===== src/rtl/mem_arbiter.sv =====
// mem_arbiter: one-outstanding memory port shared by icache and dcache; define MEM_ARB_RR_EN for round-robin grant
module mem_arbiter #(
    parameter int ADDR_W = 32,
    parameter int DATA_W = 32
) (
    input  logic              clk_i,
    input  logic              rst_i,
    input  logic              ic_req_valid_i,
    output logic              ic_req_ready_o,
    input  logic [ADDR_W-1:0] ic_addr_i,
    input  logic              ic_flush_i,
    output logic              ic_rsp_valid_o,
    input  logic              ic_rsp_ready_i,
    output logic [DATA_W-1:0] ic_rsp_data_o,
    output logic [ADDR_W-1:0] ic_rsp_addr_o,
    input  logic              dc_req_valid_i,
    output logic              dc_req_ready_o,
    input  logic [ADDR_W-1:0] dc_addr_i,
    input  logic              dc_we_i,
    input  logic [DATA_W-1:0] dc_wdata_i,
    output logic              dc_rsp_valid_o,
    input  logic              dc_rsp_ready_i,
    output logic [DATA_W-1:0] dc_rsp_data_o,
    output logic              mem_req_valid_o,
    input  logic              mem_req_ready_i,
    output logic [ADDR_W-1:0] mem_addr_o,
    output logic              mem_we_o,
    output logic [DATA_W-1:0] mem_wdata_o,
    input  logic              mem_rsp_valid_i,
    output logic              mem_rsp_ready_o,
    input  logic [DATA_W-1:0] mem_rsp_data_i,
    input  logic [ADDR_W-1:0] mem_rsp_addr_i
);
    typedef enum logic [1:0] {IDLE, REQ, WAIT, RSP} state_t;
    state_t state_q, state_d;
    logic owner_ic_q, owner_ic_d, drop_q, drop_d, we_q, we_d;
    logic [ADDR_W-1:0] addr_q, addr_d, raddr_q, raddr_d;
    logic [DATA_W-1:0] wdata_q, wdata_d, rdata_q, rdata_d;
    logic dc_elig, ic_elig, gnt_dc, gnt_ic, fl_ic;
    assign dc_elig = state_q == IDLE && !rst_i && dc_req_valid_i;
    assign ic_elig = state_q == IDLE && !rst_i && ic_req_valid_i && !ic_flush_i;
    assign fl_ic = ic_flush_i && owner_ic_q;
`ifdef MEM_ARB_RR_EN
    logic last_ic_q;
    assign gnt_dc = dc_elig && (!ic_elig || last_ic_q);
    assign gnt_ic = ic_elig && (!dc_elig || !last_ic_q);
    always_ff @(posedge clk_i or posedge rst_i)
        if (rst_i) last_ic_q <= 1'b1;
        else if (gnt_dc || gnt_ic) last_ic_q <= gnt_ic;
`else
    assign gnt_dc = dc_elig;
    assign gnt_ic = ic_elig && !dc_elig;
`endif
    always_ff @(posedge clk_i or posedge rst_i) begin
        if (rst_i) begin
            state_q <= IDLE;
            owner_ic_q <= 1'b0;
            drop_q <= 1'b0;
            we_q <= 1'b0;
            addr_q <= '0;
            wdata_q <= '0;
            raddr_q <= '0;
            rdata_q <= '0;
        end else begin
            state_q <= state_d;
            owner_ic_q <= owner_ic_d;
            drop_q <= drop_d;
            we_q <= we_d;
            addr_q <= addr_d;
            wdata_q <= wdata_d;
            raddr_q <= raddr_d;
            rdata_q <= rdata_d;
        end
    end
    always_comb begin
        state_d = state_q;
        owner_ic_d = owner_ic_q;
        drop_d = drop_q;
        we_d = we_q;
        addr_d = addr_q;
        wdata_d = wdata_q;
        raddr_d = raddr_q;
        rdata_d = rdata_q;
        case (state_q)
            IDLE: if (gnt_dc || gnt_ic) begin
                state_d = REQ;
                owner_ic_d = gnt_ic;
                addr_d = gnt_ic ? ic_addr_i : dc_addr_i;
                we_d = gnt_dc && dc_we_i;
                wdata_d = gnt_ic ? '0 : dc_wdata_i;
            end
            REQ: begin
                drop_d = drop_q || fl_ic;
                if (mem_req_ready_i) state_d = WAIT;
            end
            WAIT: if (mem_rsp_valid_i) begin
                rdata_d = mem_rsp_data_i;
                raddr_d = mem_rsp_addr_i;
                state_d = (drop_q || fl_ic) ? IDLE : RSP;
                drop_d = 1'b0;
            end else drop_d = drop_q || fl_ic;
            RSP: if (fl_ic || (owner_ic_q ? ic_rsp_ready_i : dc_rsp_ready_i)) state_d = IDLE;
            default: state_d = IDLE;
        endcase
    end
    always_comb begin
        ic_req_ready_o = gnt_ic;
        dc_req_ready_o = gnt_dc;
        mem_req_valid_o = state_q == REQ;
        mem_rsp_ready_o = state_q == WAIT;
        ic_rsp_valid_o = state_q == RSP && owner_ic_q && !ic_flush_i;
        dc_rsp_valid_o = state_q == RSP && !owner_ic_q;
        mem_addr_o = addr_q;
        mem_we_o = we_q;
        mem_wdata_o = wdata_q;
        ic_rsp_data_o = rdata_q;
        ic_rsp_addr_o = raddr_q;
        dc_rsp_data_o = rdata_q;
    end
endmodule


===== config.mk =====
export PLATFORM = sky130hd
export DESIGN_NAME = mem_arbiter
export DESIGN_NICKNAME = d
export VERILOG_FILES = /design/src/rtl/mem_arbiter.sv
export SDC_FILE = /design/constraint.sdc
export NUM_CORES = 1
export LEC_CHECK = 0
export CAP_MARGIN = 20
export CORE_MARGIN = 2
export CORE_UTILIZATION = 34
export CTS_CLUSTER_SIZE = 40
export DETAILED_ROUTE_END_ITERATION = 10
export PLACE_DENSITY_LB_ADDON = 0.2
export SETUP_SLACK_MARGIN = 0.05
export SLEW_MARGIN = 10
export SYNTH_ARGS = -nofsm -noshare
export SYNTH_HDL_FRONTEND = slang
export SYNTH_SLANG_ARGS = --single-unit

===== constraint.sdc =====
create_clock -name clk_i -period 3.9 [get_ports clk_i]
set_input_delay 0.39 -clock clk_i [delete_from_list [all_inputs] [get_ports clk_i]]
set_output_delay 0.39 -clock clk_i [all_outputs]
set_load 0.02 [all_outputs]

==> results.py, run 1 <==
metrics = {
    "setup_path": {
        "r2r_end": "dc_rsp_data_o[22]",
        "r2r_slack_ps": 1620,
        "start_kind": "flip-flop",
        "cp_max_fo": 4,
        "cp.arrival_ps": 2300,
        "crit_required_ps": 3510,
        "cp-startpoint": "state_q[1]",
        "r2r-start": "state_q[0]",
        "endpoint": "dc_req_ready_o",
        "criticalPathCategory": "flip-flop to output pin",
        "r2r_cells": 5,
        "cp-end-kind": "output pin",
    },
    "die": {
        "placementRows": 46,
        "core_area_um2": 15800,
        "fp.dieH_um": 131,
        "die_w_um": 131,
        "floorplan.initialDensity_pct": 34.8,
        "design.die.area_um2": 17200,
        "io_pins": 337,
    },
    "sta": {
        "drv_slew": 0,
        "fin_skew_ps": 9.46,
        "max_freq_mhz": 372,
        "finalSetupTns_ps": 0,
        "period_minus_slack_ps": 2690,
        "setup_violations": 0,
        "hold_viol": 0,
        "rsz0062_at_grt": "no",
        "worstMarginPinSlew_ps": 661,
        "min_period_over_period_pct": 68.9,
        "slew_headroom_pct": 55.9,
    },
    "clock_network": {
        "postCtsSetupRepairBufs": 0,
        "clk_pin_slew_ps": 60,
        "cts_num_sinks": 133,
        "cts-buffers-inserted": 17,
        "cts_tree": "built",
        "holdBufCountCts": 0,
        "cts.path.max_buffers": 2,
        "cts_resized": 0,
        "clock_latency_ps": 420,
        "h-tree-depth": 4,
        "root_buffer": "clkbuf_16",
    },
    "placed_design": {
        "dp_hpwl_um": 13300,
        "dp_cells": 950,
        "dpl-instance-area_um2": 8860,
        "port-buffer-count": 336,
        "gp_congestion": 0.822,
    },
    "finish": {
        "layout_common_cells": "clkdlybuf4s50_1 (336), dfrtp_1 (133), nand2_1 (65)",
        "layout_commonest_cell": "clkdlybuf4s50_1",
        "final_util_pct": 60.1,
        "final_cell_area_um2": 9510,
        "areaGrowthSynthToFinish_pct": 72.7,
        "fillerInstances": 1275,
        "antenna_cells": 0,
        "finalNonFillerCells": 982,
        "layout.nets": 927,
        "drive_gt1_share_pct": 14.6,
    },
    "global_routing": {
        "grt_max_degree": 73,
        "grt_pass1_wl_um": 27200,
        "overflow": 0,
        "track_usage_pct": 20.5,
        "grt_pass1_vias": 4931,
        "grt_antenna_before_repair": 0,
    },
    "pwr": {
        "power_uw": 8470,
        "leakagePower_uw": 0.00412,
        "vdd_ir_drop_max_mv": 0.427,
        "pwr_density_cell_nw_per_um2": 891,
    },
    "route": {
        "wirelength_um": 17400,
        "vias_per_cell": 4.77,
        "remaining_drc_errors": 0,
        "vias": 4688,
        "wl_per_cell_um": 17.7,
        "drt_iter0_markers": 239,
        "drtAntennaViolNets": 0,
        "drt_first_pass_iters": 8,
    },
    "logic_synthesis": {
        "yosys_warnings": 0,
        "avgSynthCellArea_um2": 12.3,
        "yosysSeqAreaShare_pct": 60.5,
        "syn_nets": 622,
        "yosysTopAreaCellShare_pct": 60.5,
        "yosys_register_bits": 133,
        "synth.distinct_cells": 25,
        "synthesis.instances": 448,
        "synth_area_leaders": "dfrtp_1 (60%), mux2_2 (13%), a222oi_1 (5.8%)",
        "synth_area_um2": 5510,
        "yosysTopAreaCell": "dfrtp_1",
    },
    "outcome": {
        "status": "completed",
    },
    "worst_hold_path": {
        "worstHoldPathType": "input pin to asynchronous set/reset pin",
    },
    "flow_run": {
        "drv_cap": 0,
    },
}
-- through the flow --
stage                     hold WS, ps  setup slack, ps
after floorplan                   494             1860
after global placement            487             1410
after detailed placement          493             1420
after CTS                         441             1160
after global routing              491             1070
final                             453             1210
-- registers in the layout, indices dropped and copies added, names as in the netlist --
| name | count |
|---|---|
| owner_ic_q | 1 |
| ic_rsp_addr_o | 32 |
| mem_wdata_o | 32 |
| mem_addr_o | 32 |
| mem_we_o | 1 |
| state_q | 2 |
| drop_q | 1 |
| dc_rsp_data_o | 32 |
-- report_power, final --
| part | internal, uW | total (uW) | switching, uW | leakage, uW |
|---|---|---|---|---|
| clock | 1140 | 1750 | 615 | 0.000314 |
| sequential | 2070 | 2510 | 437 | 0.00163 |
| combinational | 2160 | 4210 | 2050 | 0.00218 |
| total | 5370 | 8470 | 3100 | 0.00412 |
-- worst min-delay path by stage --
stage	start	end	depth (start not counted)
floorplan	mem_rsp_valid_i	drop_q	1
global placement	ic_rsp_addr_o[15]	ic_rsp_addr_o[15]	1
detailed placement	ic_rsp_addr_o[14]	ic_rsp_addr_o[14]	1
CTS	rst_i	state_q[1]	2
global route	rst_i	ic_rsp_addr_o[25]	2
finish	rst_i	owner_ic_q	2
-- cells by family after synthesis --
logic type,count (synthesis),share of synthesized area (%)
flops,133,60.5
fa+ha+maj,4,0.909
mux,66,13.5
compound gates,75,10.2
simple gates,75,5.68
buf+inv,95,9.32
-- synth_stat cells, drive strengths merged --
library cell and number:
nand2b 3, a31oi 2, a22o 1, mux2i 2, a222oi 32, o32a 1, nor2b 1, or3b 1
nor3 1, a211oi 1, nand2 66, inv 37, a21o 3, buf 54, mux2 64, clkbuf 4
nor2 2, a21oi 34, or4bb 1, o2111ai 1, dfrtp 133, ha 4
-- critical path, stage by stage (launching register included) --
cell and delay (ps):
dfrtp_1 420, inv_1 120, ha_1 240, nand2b_1 160, nor2_2 260, clkdlybuf4s50_1 670
-- routing by layer --
metal	vias up	share of wire, %	GRT usage, %
met1	2255	35	20.6
met5	-	0	0
met4	0	3.1	9.42
met2	254	54	38.0
met3	35	8.2	7.06
li1	2144	-	-
-- area by class of cell --
class / instances / area [um^2] / area share [%]
clock buffers: 17 / 425 / 4.47
clock inverters: 15 / 228 / 2.39
well taps: 216 / 270 / 2.84
flip-flops and latches: 133 / 3330 / 35.0
repair buffers: 344 / 3440 / 36.1
multi-input cells: 220 / 1680 / 17.7
inverters: 37 / 143 / 1.50
No activity file was read; power rests on OpenSTA's default activity.
==> inputs of run 2 (changes only) <==
==> constraint.sdc (replaced) <==
create_clock -name clk_i -period 2.2 [get_ports clk_i]
set_input_delay 0.22 -clock clk_i [delete_from_list [all_inputs] [get_ports clk_i]]
set_output_delay 0.22 -clock clk_i [all_outputs]
set_load 0.02 [all_outputs]
==> run 2 against run 1 <==
Compared with the run above: register-to-register slack worse by 1300 ps; core utilization about the same; sequential power is 77% higher; sequential share of layout area about the same; non-clock buffer count is 5 higher; combinational power grew 78%; worst setup slack got worse by 1100 ps.
==> results.py, run 2 (synthesized netlist as in run 1, its figures left out) <==
metrics = {
    "finish": {
        "multi_input_area_um2": 1690,
        "final_cell_area_um2": 9510,
        "layout_commonest_cell": "clkdlybuf4s50_1",
        "drive_gt1_share_pct": 15.7,
        "layout.nets": 932,
        "antenna_cells": 0,
        "layout_common_cells": "clkdlybuf4s50_1 (334), dfrtp_1 (133), nand2_1 (65)",
        "areaGrowthSynthToFinish_pct": 72.7,
        "fillerInstances": 1286,
        "seq_area_um2": 3330,
        "finalNonFillerCells": 987,
    },
    "route": {
        "drt_first_pass_iters": 8,
        "drtAntennaViolNets": 0,
        "remaining_drc_errors": 0,
        "wirelength_um": 17400,
        "vias_per_cell": 4.75,
        "wl_per_cell_um": 17.6,
        "vias": 4686,
        "drt_iter0_markers": 354,
    },
    "setup_path": {
        "critical_path.slowest_cell": "clkdlybuf4s50_1",
        "cp.arrival_ps": 1830,
        "crit_required_ps": 1980,
        "criticalPathCategory": "flip-flop to output pin",
        "cp-end-kind": "output pin",
        "start_kind": "flip-flop",
        "cp_max_fo": 5,
        "slowest_delay_ps": 610,
        "path_cells": "ha_1 -> nand2_1 -> nor2_1 -> clkdlybuf4s50_1",
    },
    "clock_network": {
        "cts_tree": "built",
        "clk_pin_slew_ps": 60,
        "root_buffer": "clkbuf_16",
        "cts.path.max_buffers": 2,
        "cts-buffers-inserted": 17,
        "holdBufCountCts": 0,
        "clock_latency_ps": 400,
        "postCtsSetupRepairBufs": 0,
        "cts_num_sinks": 133,
        "h-tree-depth": 4,
    },
    "sta": {
        "fin_skew_ps": 10.7,
        "rsz0062_at_grt": "no",
        "fin_ws_ps": 150,
        "drv_slew": 0,
        "min_period_over_period_pct": 93.2,
        "period_minus_slack_ps": 2050,
        "worstMarginPinSlew_ps": 595,
        "max_freq_mhz": 488,
        "slew_headroom_pct": 60.3,
        "hold_viol": 0,
        "finalSetupTns_ps": 0,
        "setup_violations": 0,
        "whs_ps": 363,
    },
    "global_routing": {
        "grt_antenna_before_repair": 0,
        "overflow": 0,
        "grt_max_degree": 105,
        "grt_pass1_vias": 5031,
        "track_usage_pct": 20.4,
        "grt_pass1_wl_um": 27500,
    },
    "placed_design": {
        "dp_slack_ps": 76.2,
        "gp_congestion": 0.770,
        "dp_cells": 955,
        "dpl-instance-area_um2": 8920,
        "port-buffer-count": 336,
        "dp_hpwl_um": 13200,
    },
    "pwr": {
        "pwr_density_cell_nw_per_um2": 1540,
        "vdd_ir_drop_max_mv": 0.621,
        "leakagePower_uw": 0.00413,
    },
    "die": {
        "placementRows": 46,
        "io_pins": 337,
        "fp.dieH_um": 131,
        "floorplan.initialDensity_pct": 34.8,
        "die_w_um": 131,
        "design.die.area_um2": 17200,
        "core_area_um2": 15800,
    },
    "outcome": {
        "status": "completed",
    },
    "worst_hold_path": {
        "worstHoldPathType": "input pin to flip-flop",
    },
    "flow_run": {
        "drv_cap": 0,
    },
}
-- run 2: cell types whose count changed in the layout (fill, tap and decap cells not counted), moves of 2 or more --
| cell | previous run | this run |
|---|---|---|
| buf_12 | 1 | 3 |
| buf_4 | 7 | 10 |
| bufinv_16 | 5 | 2 |
| clkdlybuf4s15_2 | 0 | 2 |
| clkdlybuf4s50_1 | 336 | 334 |
| clkinv_2 | 2 | 7 |
| inv_6 | 3 | 0 |
-- run 2: layout make-up --
class | count | area share [%]
timing repair buffer | 349 | 36.8
sequential | 133 | 35.0
multi-input combinational | 220 | 17.8
clock buffer | 18 | 4.62
tap | 216 | 2.84
inverter | 37 | 1.50
clock inverter | 14 | 1.43
-- run 2: metrics by stage --
| stage | util (%) | power, uW |
|---|---|---|
| after floorplan | - | 8420 |
| after global placement | 56.3 | 11900 |
| after detailed placement | 56.3 | 12000 |
| after CTS | 60.0 | 14800 |
| after global routing | 60.1 | 15400 |
| final | 60.1 | 14700 |
-- run 2: power breakdown --
group | switching (uW) | internal [uW] | total (uW) | leakage (uW)
sequential | 766 | 3670 | 4440 | 0.00163
clock | 1050 | 1690 | 2730 | 0.000285
combinational | 3630 | 3870 | 7500 | 0.00222
-- run 2: layer usage --
metal	vias up	part of all wire [%]	wire length (um)	GRT usage, %
li1	2148	-	-	-
met4	0	1.5	264	7.19
met2	216	56	9690	38.0
met5	-	0	0	0
met1	2307	35	6120	21.7
met3	15	7.8	1350	6.44
-- run 2: worst max-delay path: cells and delay by family, from the launching register on --
kind / cells / cell delay (ps)
simple gates: 2 / 170
buf+inv: 1 / 610
fa+ha+maj: 1 / 220
flops: 1 / 410
-- run 2: worst paths after layout --
path / from / end / slack (ps) / depth (start not counted)
worst max-delay path: state_q[0] / ic_rsp_valid_o / 150 / 4
worst min-delay path: dc_wdata_i[17] / mem_wdata_o[17] / 360 / 3
worst max register to register: state_q[1] / mem_addr_o[6] / 330 / 7
worst min register to register: ic_rsp_addr_o[31] / ic_rsp_addr_o[31] / 500 / 1
max in group asynchronous: rst_i / mem_wdata_o[9] / 1280 / 4
min in group asynchronous: rst_i / state_q[1] / 410 / 4
-- run 2: timing repair --
item / in CTS / in global routing
endpoints found under the setup margin: 2 / 2
pin swaps: 0 / 1
resized for setup: 7 / 2
==> inputs of run 3 (changes only) <==
--- a/config.mk
+++ b/config.mk
@@ -5,12 +5,13 @@
 export SDC_FILE = /design/constraint.sdc
 export NUM_CORES = 1
 export LEC_CHECK = 0
+export ABC_CLOCK_PERIOD_IN_PS = 2200
 export CAP_MARGIN = 20
 export CORE_MARGIN = 2
 export CORE_UTILIZATION = 34
 export CTS_CLUSTER_SIZE = 40
 export DETAILED_ROUTE_END_ITERATION = 10
-export PLACE_DENSITY_LB_ADDON = 0.2
+export PLACE_DENSITY = 0.76
 export SETUP_SLACK_MARGIN = 0.05
 export SLEW_MARGIN = 10
 export SYNTH_ARGS = -nofsm -noshare
==> run 3 against run 2 <==
Compared with the run above: die area stayed put; final cell count increased by 0.10%; sequential share of layout area fell by 0.48 points; sequential power hardly changed; power is 3.3% higher; combinational power about the same; clock skew down 4.1 ps; largest cell class unchanged.
==> results.py, run 3 (synthesized netlist as in run 1, its figures left out) <==
metrics = {
    "global_routing": {
        "grt_max_degree": 67,
        "track_usage_pct": 20.4,
        "grt_pass1_wl_um": 27700,
        "grt_pass1_vias": 5068,
        "overflow": 0,
        "grt_antenna_before_repair": 0,
    },
    "clock_network": {
        "cts_num_sinks": 133,
        "h-tree-depth": 4,
        "clk_pin_slew_ps": 60,
        "clock_latency_ps": 410,
        "cts-buffers-inserted": 17,
        "root_buffer": "clkbuf_16",
        "holdBufCountCts": 0,
        "cts.path.max_buffers": 2,
        "cts_tree": "built",
    },
    "setup_path": {
        "critical_path.slowest_cell": "clkdlybuf4s50_1",
        "start_kind": "flip-flop",
        "path_cells": "inv_1 -> ha_1 -> clkdlybuf4s50_1",
        "cp.arrival_ps": 1840,
        "path_delay_family": "buffers and inverters",
        "cp_max_fo": 5,
        "crit_required_ps": 1980,
        "criticalPathCategory": "flip-flop to output pin",
        "crit_buf_inv": 2,
        "cp-end-kind": "output pin",
        "slowest_delay_ps": 680,
    },
    "sta": {
        "rsz0062_at_grt": "no",
        "whs_ps": 277,
        "drv_slew": 0,
        "worstMarginPinSlew_ps": 439,
        "fin_skew_ps": 6.61,
        "slew_headroom_pct": 70.7,
        "period_minus_slack_ps": 2060,
        "setup_violations": 0,
        "hold_viol": 0,
        "max_freq_mhz": 486,
        "min_period_over_period_pct": 93.5,
        "fin_ws_ps": 144,
        "finalSetupTns_ps": 0,
    },
    "pwr": {
        "p_switching_uw": 5490,
        "vdd_ir_drop_max_mv": 0.676,
        "p_int_uw": 9670,
        "pwr-share-comb_pct": 49.7,
        "leakagePower_uw": 0.00423,
        "pwr_density_cell_nw_per_um2": 1570,
        "p_seq_share_pct": 29.5,
        "switching_share_pct": 36.2,
        "power_frac_clock_pct": 20.9,
    },
    "die": {
        "die_w_um": 131,
        "design.die.area_um2": 17200,
        "placementRows": 46,
        "io_pins": 337,
        "floorplan.initialDensity_pct": 34.8,
        "fp.dieH_um": 131,
        "core_area_um2": 15800,
    },
    "finish": {
        "antenna_cells": 0,
        "layout.nets": 933,
        "layout_common_cells": "clkdlybuf4s50_1 (332), dfrtp_1 (133), nand2_1 (65)",
        "drive_gt1_share_pct": 15.7,
        "layout_commonest_cell": "clkdlybuf4s50_1",
        "fillerInstances": 1270,
        "areaGrowthSynthToFinish_pct": 75.1,
    },
    "outcome": {
        "status": "completed",
    },
    "route": {
        "met2WireLength_um": 9270,
        "drtAntennaViolNets": 0,
        "dr_wl_met3_um": 1360,
        "vias": 4775,
        "drt_first_pass_iters": 6,
        "remaining_drc_errors": 0,
        "routed.top_layer": "met4",
        "vias_per_cell": 4.83,
        "wl_met1_um": 6480,
        "wirelength_um": 17500,
        "drt_iter0_markers": 350,
        "wl_per_cell_um": 17.7,
    },
    "flow_run": {
        "drv_cap": 0,
    },
    "placed_design": {
        "gp_congestion": 0.754,
        "port-buffer-count": 336,
        "dp_hpwl_um": 13200,
        "dp_slack_ps": 18.6,
    },
    "worst_hold_path": {
        "worstHoldPathType": "input pin to asynchronous set/reset pin",
    },
}
[run 3: changes by cell type in the layout (fill, tap and decap cells not counted), moves of 3 or more]
| cell | before | now |
|---|---|---|
| clkinv_4 | 3 | 0 |
| clkinv_2 | 7 | 3 |
| buf_12 | 3 | 6 |
| bufinv_16 | 2 | 5 |
| buf_4 | 10 | 7 |
[run 3: repair_timing]
action                                 4_1_cts  5_1_grt
setup endpoints to repair                   28       64
resized for setup                            2       11
pin swaps                                    0        1
endpoints found under the hold margin        0        0
setup buffers                                0        0
[run 3: path summary, 6_finish.rpt]
path / end / cells past startpoint / start / slack, ps
max in group asynchronous: dc_rsp_data_o[2] / 4 / rst_i / 1240
max reg2reg: mem_addr_o[9] / 7 / state_q[1] / 330
min: state_q[0] / 3 / rst_i / 280
min in group clk_i: mem_wdata_o[16] / 3 / dc_wdata_i[16] / 360
max: mem_rsp_ready_o / 3 / state_q[0] / 140
min reg2reg: ic_rsp_addr_o[21] / 1 / ic_rsp_addr_o[21] / 500
[run 3: cell type report]
cell class              instances  area, um^2  share of cell area (%)
clock buffers                  20         467                    4.84
well taps                     216         270                    2.80
inverters                      37         143                    1.48
repair buffers                350        3550                    36.8
clock inverters                12         198                    2.05
multi-input cells             220        1690                    17.5
flip-flops and latches        133        3330                    34.5
[run 3: power groups by stage]
stage          combinational, uW  clock, uW  sequential, uW
4_1_cts                     7610       3240            4470
2_1_floorplan               2610          0            5810
6_report                    7530       3160            4470
3_3_place_gp                7450          0            4410
5_1_grt                     7940       3340            4630
3_5_place_dp                7590          0            4480
[run 3: through the flow]
stage               util, %  std cells  instance area [um^2]  total power [uW]
finish                 60.9        988                  9640             15200
CTS                    60.8        988                  9630             15300
floorplan                 -        448                  5510              8420
global placement       56.6        956                  8960             11900
global route           60.9        988                  9640             15900
detailed placement     56.6        956                  8960             12100
[run 3: tightest hold or removal path, cell delays in order]
cell,delay [ps]
clkdlybuf4s50_1,410
buf_4,150
clkinvlp_4,310
[run 3: routing by layer]
metal	vias to the layer above	track usage, %
met5	-	0
met4	0	7.85
met3	26	5.94
met2	231	36.8
met1	2363	22.7
li1	2155	-
